### src/rtl/mem_arbiter_n.sv
// mem_arbiter_n: multiplexes NUM_CLIENTS cache request/write-data channels onto one main-memory request port
//   clk, reset (sync, active-low)
//   cl_req_*           : per-client request, write-data and ready vectors (packed, client i at slice i)
//   cl_resp_valid      : one-hot response valid, routed by mem_resp_tag
//   mem_req_*          : single memory request + write-data channel, tag = granted client index
//   mem_resp_valid/tag : memory response notification
//   Optional macro MEM_ARB_RR_EN selects round-robin arbitration; otherwise fixed priority (lowest index).
`ifndef MEM_ADDR_BITS
`define MEM_ADDR_BITS 32
`endif
`ifndef MEM_DATA_BITS
`define MEM_DATA_BITS 64
`endif
`ifndef MEM_TAG_BITS
`define MEM_TAG_BITS 4
`endif
module mem_arbiter_n #(
  parameter int NUM_CLIENTS = 2,
  parameter int CLIENT_BITS = 1,
  parameter int ADDR_W      = `MEM_ADDR_BITS,
  parameter int DATA_W      = `MEM_DATA_BITS,
  parameter int TAG_W       = `MEM_TAG_BITS,
  parameter int DATA_BEATS  = 4
) (
  input  logic                          clk,
  input  logic                          reset,
  input  logic [NUM_CLIENTS-1:0]        cl_req_valid,
  output logic [NUM_CLIENTS-1:0]        cl_req_ready,
  input  logic [NUM_CLIENTS-1:0]        cl_req_rw,
  input  logic [NUM_CLIENTS*ADDR_W-1:0] cl_req_addr,
  input  logic [NUM_CLIENTS-1:0]        cl_req_data_valid,
  output logic [NUM_CLIENTS-1:0]        cl_req_data_ready,
  input  logic [NUM_CLIENTS*DATA_W-1:0] cl_req_data_bits,
  input  logic [NUM_CLIENTS*DATA_W/8-1:0] cl_req_data_mask,
  output logic [NUM_CLIENTS-1:0]        cl_resp_valid,
  output logic                          mem_req_valid,
  input  logic                          mem_req_ready,
  output logic                          mem_req_rw,
  output logic [ADDR_W-1:0]             mem_req_addr,
  output logic [TAG_W-1:0]              mem_req_tag,
  output logic                          mem_req_data_valid,
  input  logic                          mem_req_data_ready,
  output logic [DATA_W-1:0]             mem_req_data_bits,
  output logic [DATA_W/8-1:0]           mem_req_data_mask,
  input  logic                          mem_resp_valid,
  input  logic [TAG_W-1:0]              mem_resp_tag
);
  localparam int MASK_W = DATA_W / 8;
  localparam int BEAT_W = DATA_BEATS > 1 ? $clog2(DATA_BEATS) : 1;
  localparam logic [1:0] ST_ARB   = 2'd0;
  localparam logic [1:0] ST_ISSUE = 2'd1;
  localparam logic [1:0] ST_WDATA = 2'd2;
  logic [1:0]             r_state;
  logic [CLIENT_BITS-1:0] r_grant;
  logic [BEAT_W-1:0]      r_beat_cnt;
  logic [CLIENT_BITS-1:0] w_win;
  logic                   w_issue, w_wdata, w_beat_hs, w_last_beat;
`ifdef MEM_ARB_RR_EN
  logic [CLIENT_BITS-1:0] r_rr_ptr;
  logic                   w_req_hs;
`endif
  // First pass finds the lowest valid client; with round-robin a second pass
  // overrides it with the lowest valid client at or above the pointer, which
  // together give a search starting at rr_ptr that wraps modulo NUM_CLIENTS.
  always_comb begin
    w_win = '0;
    for (int i = NUM_CLIENTS - 1; i >= 0; i--)
      if (cl_req_valid[i]) w_win = CLIENT_BITS'(i);
`ifdef MEM_ARB_RR_EN
    for (int i = NUM_CLIENTS - 1; i >= 0; i--)
      if (cl_req_valid[i] && CLIENT_BITS'(i) >= r_rr_ptr) w_win = CLIENT_BITS'(i);
`endif
  end
  assign w_issue            = r_state == ST_ISSUE;
  assign w_wdata            = r_state == ST_WDATA;
  assign mem_req_valid      = w_issue & cl_req_valid[r_grant];
  assign mem_req_rw         = w_issue & cl_req_rw[r_grant];
  assign mem_req_addr       = w_issue ? cl_req_addr[r_grant*ADDR_W +: ADDR_W] : '0;
  assign mem_req_tag        = w_issue ? TAG_W'(r_grant) : '0;
  assign cl_req_ready       = w_issue ? NUM_CLIENTS'(mem_req_ready) << r_grant : '0;
  assign mem_req_data_valid = w_wdata & cl_req_data_valid[r_grant];
  assign mem_req_data_bits  = w_wdata ? cl_req_data_bits[r_grant*DATA_W +: DATA_W] : '0;
  assign mem_req_data_mask  = w_wdata ? cl_req_data_mask[r_grant*MASK_W +: MASK_W] : '0;
  assign cl_req_data_ready  = w_wdata ? NUM_CLIENTS'(mem_req_data_ready) << r_grant : '0;
  assign w_beat_hs          = mem_req_data_valid & mem_req_data_ready;
  assign w_last_beat        = r_beat_cnt == BEAT_W'(DATA_BEATS - 1);
  // Tags with any bit set above the client index cannot belong to a client and are dropped;
  // an in-range index beyond NUM_CLIENTS-1 is shifted out of the vector and dropped too.
  assign cl_resp_valid = (mem_resp_valid && (mem_resp_tag >> CLIENT_BITS) == '0) ?
                         NUM_CLIENTS'(1) << mem_resp_tag[CLIENT_BITS-1:0] : '0;
  always_ff @(posedge clk) begin
    if (!reset) begin
      r_state    <= ST_ARB;
      r_grant    <= '0;
      r_beat_cnt <= '0;
    end else begin
      case (r_state)
        ST_ARB: begin
          if (|cl_req_valid) begin
            r_grant <= w_win;
            r_state <= ST_ISSUE;
          end
        end
        ST_ISSUE: begin
          r_beat_cnt <= '0;
          r_state    <= !cl_req_valid[r_grant] ? ST_ARB :
                        !mem_req_ready         ? ST_ISSUE :
                        cl_req_rw[r_grant]     ? ST_WDATA : ST_ARB;
        end
        ST_WDATA: begin
          if (w_beat_hs) begin
            r_beat_cnt <= w_last_beat ? '0 : r_beat_cnt + 1'b1;
            if (w_last_beat) r_state <= ST_ARB;
          end
        end
        default: r_state <= ST_ARB;
      endcase
    end
  end
`ifdef MEM_ARB_RR_EN
  assign w_req_hs = mem_req_valid & mem_req_ready;
  always_ff @(posedge clk) begin
    if (!reset) r_rr_ptr <= '0;
    else if (w_req_hs) r_rr_ptr <= r_grant == CLIENT_BITS'(NUM_CLIENTS - 1) ? '0 : r_grant + 1'b1;
  end
`endif
endmodule
### config.mk
export PLATFORM = sky130hd
export DESIGN_NAME = mem_arbiter_n
export DESIGN_NICKNAME = d
export VERILOG_FILES = /design/src/rtl/mem_arbiter_n.sv
export SDC_FILE = /design/constraint.sdc
export NUM_CORES = 1
export LEC_CHECK = 0
export CAP_MARGIN = 0
export CORE_AREA = 2 2 132 134
export DETAILED_ROUTE_END_ITERATION = 10
export DIE_AREA = 0 0 134 136
export PLACE_DENSITY_LB_ADDON = 0.15
export REMOVE_ABC_BUFFERS = 1
export SYNTH_ARGS = -nofsm -noshare
export SYNTH_HDL_FRONTEND = slang
export SYNTH_SLANG_ARGS = --single-unit
### constraint.sdc
create_clock -name clk -period 2 [get_ports clk]
set_clock_uncertainty 0.2 [all_clocks]
set_input_delay 0.4 -clock clk [delete_from_list [all_inputs] [get_ports clk]]
set_output_delay 0.4 -clock clk [all_outputs]
set_load 0.005 [all_outputs]
-- Yosys cells after proc, flatten, opt, wreduce, memory -nomap -nowiden
Index checks and enable logic that the tools add are counted.
- bits in latches: 0
- output and inout port bits: 117
- memories kept: 0
- input port bits: 223
- bits in writable memories: 0
- bits in read-only memories: 0
- register bits after elaboration: 5
- magnitude comparators: 1
- bitwise operators: 4
- $mul: 0
- add/subtract/negate cells: 1
- reductions and logical operators: 8
- divide/modulo/power cells: 0
- mux-type cells: 25
- equality and inequality tests: 6
- shift operators: 6
- operator list (operator ; count):
    $shiftx 128x8->64 ; 1
    $mux 64 ; 1
    $shiftx 64x7->32 ; 1
    $mux 32 ; 1
    $mux 2 ; 11
    $shiftx 16x5->8 ; 1
    $mux 1 ; 9
    $mux 8 ; 1
    $pmux 2 s3 ; 1
    $and 1x1->1 ; 4
    $eq 2x2->1 const B ; 2
    $logic_not 4->1 ; 1
    $ne 2x1->1 const B ; 2
    $pmux 2 s2 ; 1
    $reduce_and 2->1 ; 2
    $shl 1x1->2 ; 2
    $reduce_and 3->1 ; 1
    $add 2x1->2 const B ; 1
    $eq 2x1->1 const B ; 1
    $logic_not 2->1 ; 1
    $lt 1x2->1 const B ; 1
    $ne 2x2->1 const B ; 1
    $reduce_bool 2->1 ; 1
    $reduce_or 2->1 ; 1
    2 further kinds ; 2

-- Depth between registers and ports, before layout
- depth after elaboration: 6
- depth in mapped cells: 5
- mapped depth without buffers: 4

-- Worst setup path after synthesis
No wires, ideal clock.
- kind: reg2out
- start point: register r_grant
- end point: output port mem_req_addr[10]
- required time: 1400 ps
- stages on the path, launching flop included: 6
- setup slack: 337 ps
- data arrival time: 1063 ps
- cell sequence: dfxtp_1 -> buf_4 -> buf_2 -> buf_4 -> mux2i_1 -> nor2_1
- word-level cells in the longest chain between the ends: 2
- RTL lines (item ; line ; RTL):
    start: declaration ; 54 ; logic [CLIENT_BITS-1:0] r_grant;
    start signal: assignment ; 100 ; r_grant <= w_win;
    $shiftx 64x7->32 ; 78 ; assign mem_req_addr = w_issue ? cl_req_addr[r_grant*ADDR_W +: ADDR_W] : '0;
    $mux 32 ; 78 ;
    end: declaration ; 39 ; output logic [ADDR_W-1:0] mem_req_addr,
Every way passes these cells.

-- Worst setup path after layout
- start point: register r_grant
- end point: output port mem_req_addr[19]
Same word-level chain as after synthesis.

==> metrics.csv <==
stage,metric,value,unit
run_status,outcome,"complete, but fails checks",
run_status,violations,negative setup slack,
sta,period_needed,2.17,ns
sta,fmax,461,MHz
power,p_switching,0.000660,W
global_routing,grt_pass1_wl,19200,um
clocking,cts_tree,done,
layout,num_antenna_cells,0,
synth,ys_seq_elements,5,
routing,route.detailed.drc,0,
global_routing,grt-ovfl-total,0,
worst_hold_path,hold_end,r_beat_cnt[0],
power,pwr-share-clk,14.4,%
global_routing,grt_use_total,13.0,%
floorplanning,die_area,18200,um^2
synth,syn_area,2000,um^2
layout,nets,938,
synth,avgSynthCellArea,7.04,um^2
placement,gp_congestion,0.742,
critical_path,r2r.worst_path.cells,8,
synth,synthTopCellsByArea,"mux2i_1, nor2_1, dfxtp_1, buf_4, buf_2",
critical_path,start_kind,flop,
routing,viasPerCell,3.91,
floorplanning,core,16900,um^2
synth,yosysMostFrequentCell,nor2_1,
critical_path,r2r-start,r_grant,
floorplanning,die_h,136,um
clocking,htreeDepth,1,
clocking,cts_root_buffer,clkbuf_16,
sta,whs,0.301,ns
synth,synth.distinct_cells,33,
sta,rsz0062_at_grt,true,
synth,synthCells,284,
sta,worst_slack,-0.167,ns
floorplanning,die_w,134,um
placement,placed_area,5820,um^2
critical_path,cp_max_fo,5,
clocking,cts_buffers,3,
critical_path,r2r_setup_slack,0.09,ns
power,sw_frac_of_total,29.5,%
worst_hold_path,min_from,r_beat_cnt[0],
placement,port_buffers,336,
global_routing,antenna_found_initial,0,
synth,ys_seq_area_share,5.01,%
layout,fillers,1709,
synth,synth_commonest_cells,"nor2_1, mux2i_1, buf_4, buf_2",
routing,ant_nets,0,
job,maxCapViolCount,0,
worst_hold_path,holdPathStages,2,
layout,drive_gt1_share,33.9,%
critical_path,worst-endpoint-arrival,1.57,ns
layout,fin_cells,938,
synth,synth-async-reset-ratio,0,%
power,power_frac_seq,5.5,%
synth,ys_dominant_reg_cell,dfxtp_1,
routing,drt_iter0_markers,50,
critical_path,r2r_end,r_beat_cnt[0],
clocking,clock_sink_count,5,
critical_path,path_cells,"buf_12, buf_12, buf_12, buf_6, buf_6, mux2i_2, nor2_1, buf_2",
floorplanning,start_util,11.8,%
critical_path,max_stage_delay,0.38,ns
routing,wire_per_inst,14.1,um
layout,finalInstanceArea,6680,um^2
critical_path,crit_type,reg -> out,
routing,routed_wirelength,13200,um
sta,hold_viol,0,
synth,yosys.area.top_type,mux2i_1,
critical_path,cp_common_cell,buf_12,
power,max-vdd-ir-drop,0.168,mV
placement,place_inst,848,
worst_hold_path,worstHoldPathType,reg -> reg,
clocking,clk_latency,0.22,ns
power,power_density,335,nW/um^2
sta,setup_viol,57,
routing,firstDrtPassIters,4,
power,p_int,0.00158,W
clocking,path_clk_slew,0.03,ns
placement,dpl.hpwl,9940,um
routing,vias,3672,
synth,synth_warnings,0,
critical_path,cp-end-kind,output pin,
global_routing,grt_pass1_vias,3688,
critical_path,slowest_stage,dfxtp_4,
layout,syn_to_final_growth,234,%
floorplanning,num_rows,48,
synth,synth_edf_count,0,
floorplanning,io_pins,340,
clocking,cts_buffer_depth,2,
sta,fin_crit_sh,108,%
critical_path,required,1.40,ns
synth,netlist.area_leader.share,53.1,%
power,combinationalPowerShare,80.1,%
global_routing,grt_max_degree,42,
power,p_leak,2.97,nW
sta,maxSlewViolCount,0,
## flip-flops by register name, summed over array words and instances, names as in the netlist
| name | flops |
|---|---|
| r_state | 2 |
| r_beat_cnt | 2 |
| r_grant | 1 |
## critical path: cells and delay by family, from the launching register on
kind	cells	cell delay [ns]
buffers and inverters	6	0.72
flip-flops	1	0.38
multiplexers	1	0.13
AND/OR/NAND/NOR	1	0.10
## layer usage
layer	vias up	routed length (um)	share of wire, %	GRT usage [%]
met2	228	6820	51	25.2
met5	-	0	0	0
li1	1828	-	-	-
met3	14	1390	11	3.47
met4	0	210	1.6	2.42
met1	1602	4830	36	14.3
## stage by stage
step | util (%) | total power [W] | setup slack (ns) | setup TNS [ns]
after global routing | 39.6 | 0.00237 | -0.230 | -8.67
after detailed placement | 34.5 | 0.00151 | -0.384 | -16.15
final | 39.6 | 0.00224 | -0.167 | -2.98
after global placement | 34.5 | 0.00151 | -0.363 | -15.64
after floorplan | - | 0.000650 | -3.08 | -333.52
after CTS | 38.8 | 0.00219 | -0.176 | -5.30
## area by class of cell
class,count,area [um^2],share of cell area (%)
clock buffers,4,78.8,1.18
inverters,2,7.51,0.112
well taps,225,282,4.22
flip-flops and latches,5,106,1.59
repair buffers,451,4350,65.1
multi-input cells,251,1850,27.8
## power groups by stage
stage          Sequential (W)  Clock (W)  Combinational (W)
2_1_floorplan        0.000198          0           0.000452
3_3_place_gp         0.000120          0            0.00139
3_5_place_dp         0.000120          0            0.00139
4_1_cts              0.000123   0.000329            0.00174
5_1_grt              0.000125   0.000334            0.00192
6_report             0.000123   0.000323            0.00179
## layout by cell type (no fill, tap or decap), types with 5 or more instances in the layout
master           netlist  routed
mux2i_1              106      95
buf_4                 13      30
dlygate4sd2_1          0      10
clkdlybuf4s50_1        0     221
buf_2                  9      84
buf_8                  0      10
mux2i_2                0       7
nor2_1               111     109
clkbuf_2               0      13
mux2i_4                1       5
buf_6                  0      52
buf_16                 0       8
clkdlybuf4s15_1        0       7
buf_12                 0      15
## how the worst max path moves through the flow
stage	from	end	slack, ns	cells after the start
floorplan	r_grant	mem_req_data_valid	-3.08	2
global placement	mem_resp_tag[3]	cl_resp_valid[1]	-0.36	4
detailed placement	mem_resp_tag[3]	cl_resp_valid[1]	-0.38	4
CTS	r_grant	mem_req_addr[19]	-0.18	8
global route	r_grant	mem_req_addr[2]	-0.23	8
finish	r_grant	mem_req_addr[19]	-0.17	8
## what timing repair did
item | in CTS | in global routing
hold buffers | 0 | 0
pin swaps | 15 | 32
cloned | 8 | 0
resized for setup | 447 | 68
setup buffers | 66 | 20
endpoints found under the setup margin | 114 | 106
## kinds of logic after synthesis
family          synth area share [%]
simple gates                    27.2
other cells                    0.188
fa+ha+maj                      0.626
compound gates                  4.07
flops                           5.01
mux                             54.2
buf+inv                         8.64
Note: power is estimated with default switching activity, not from simulation.
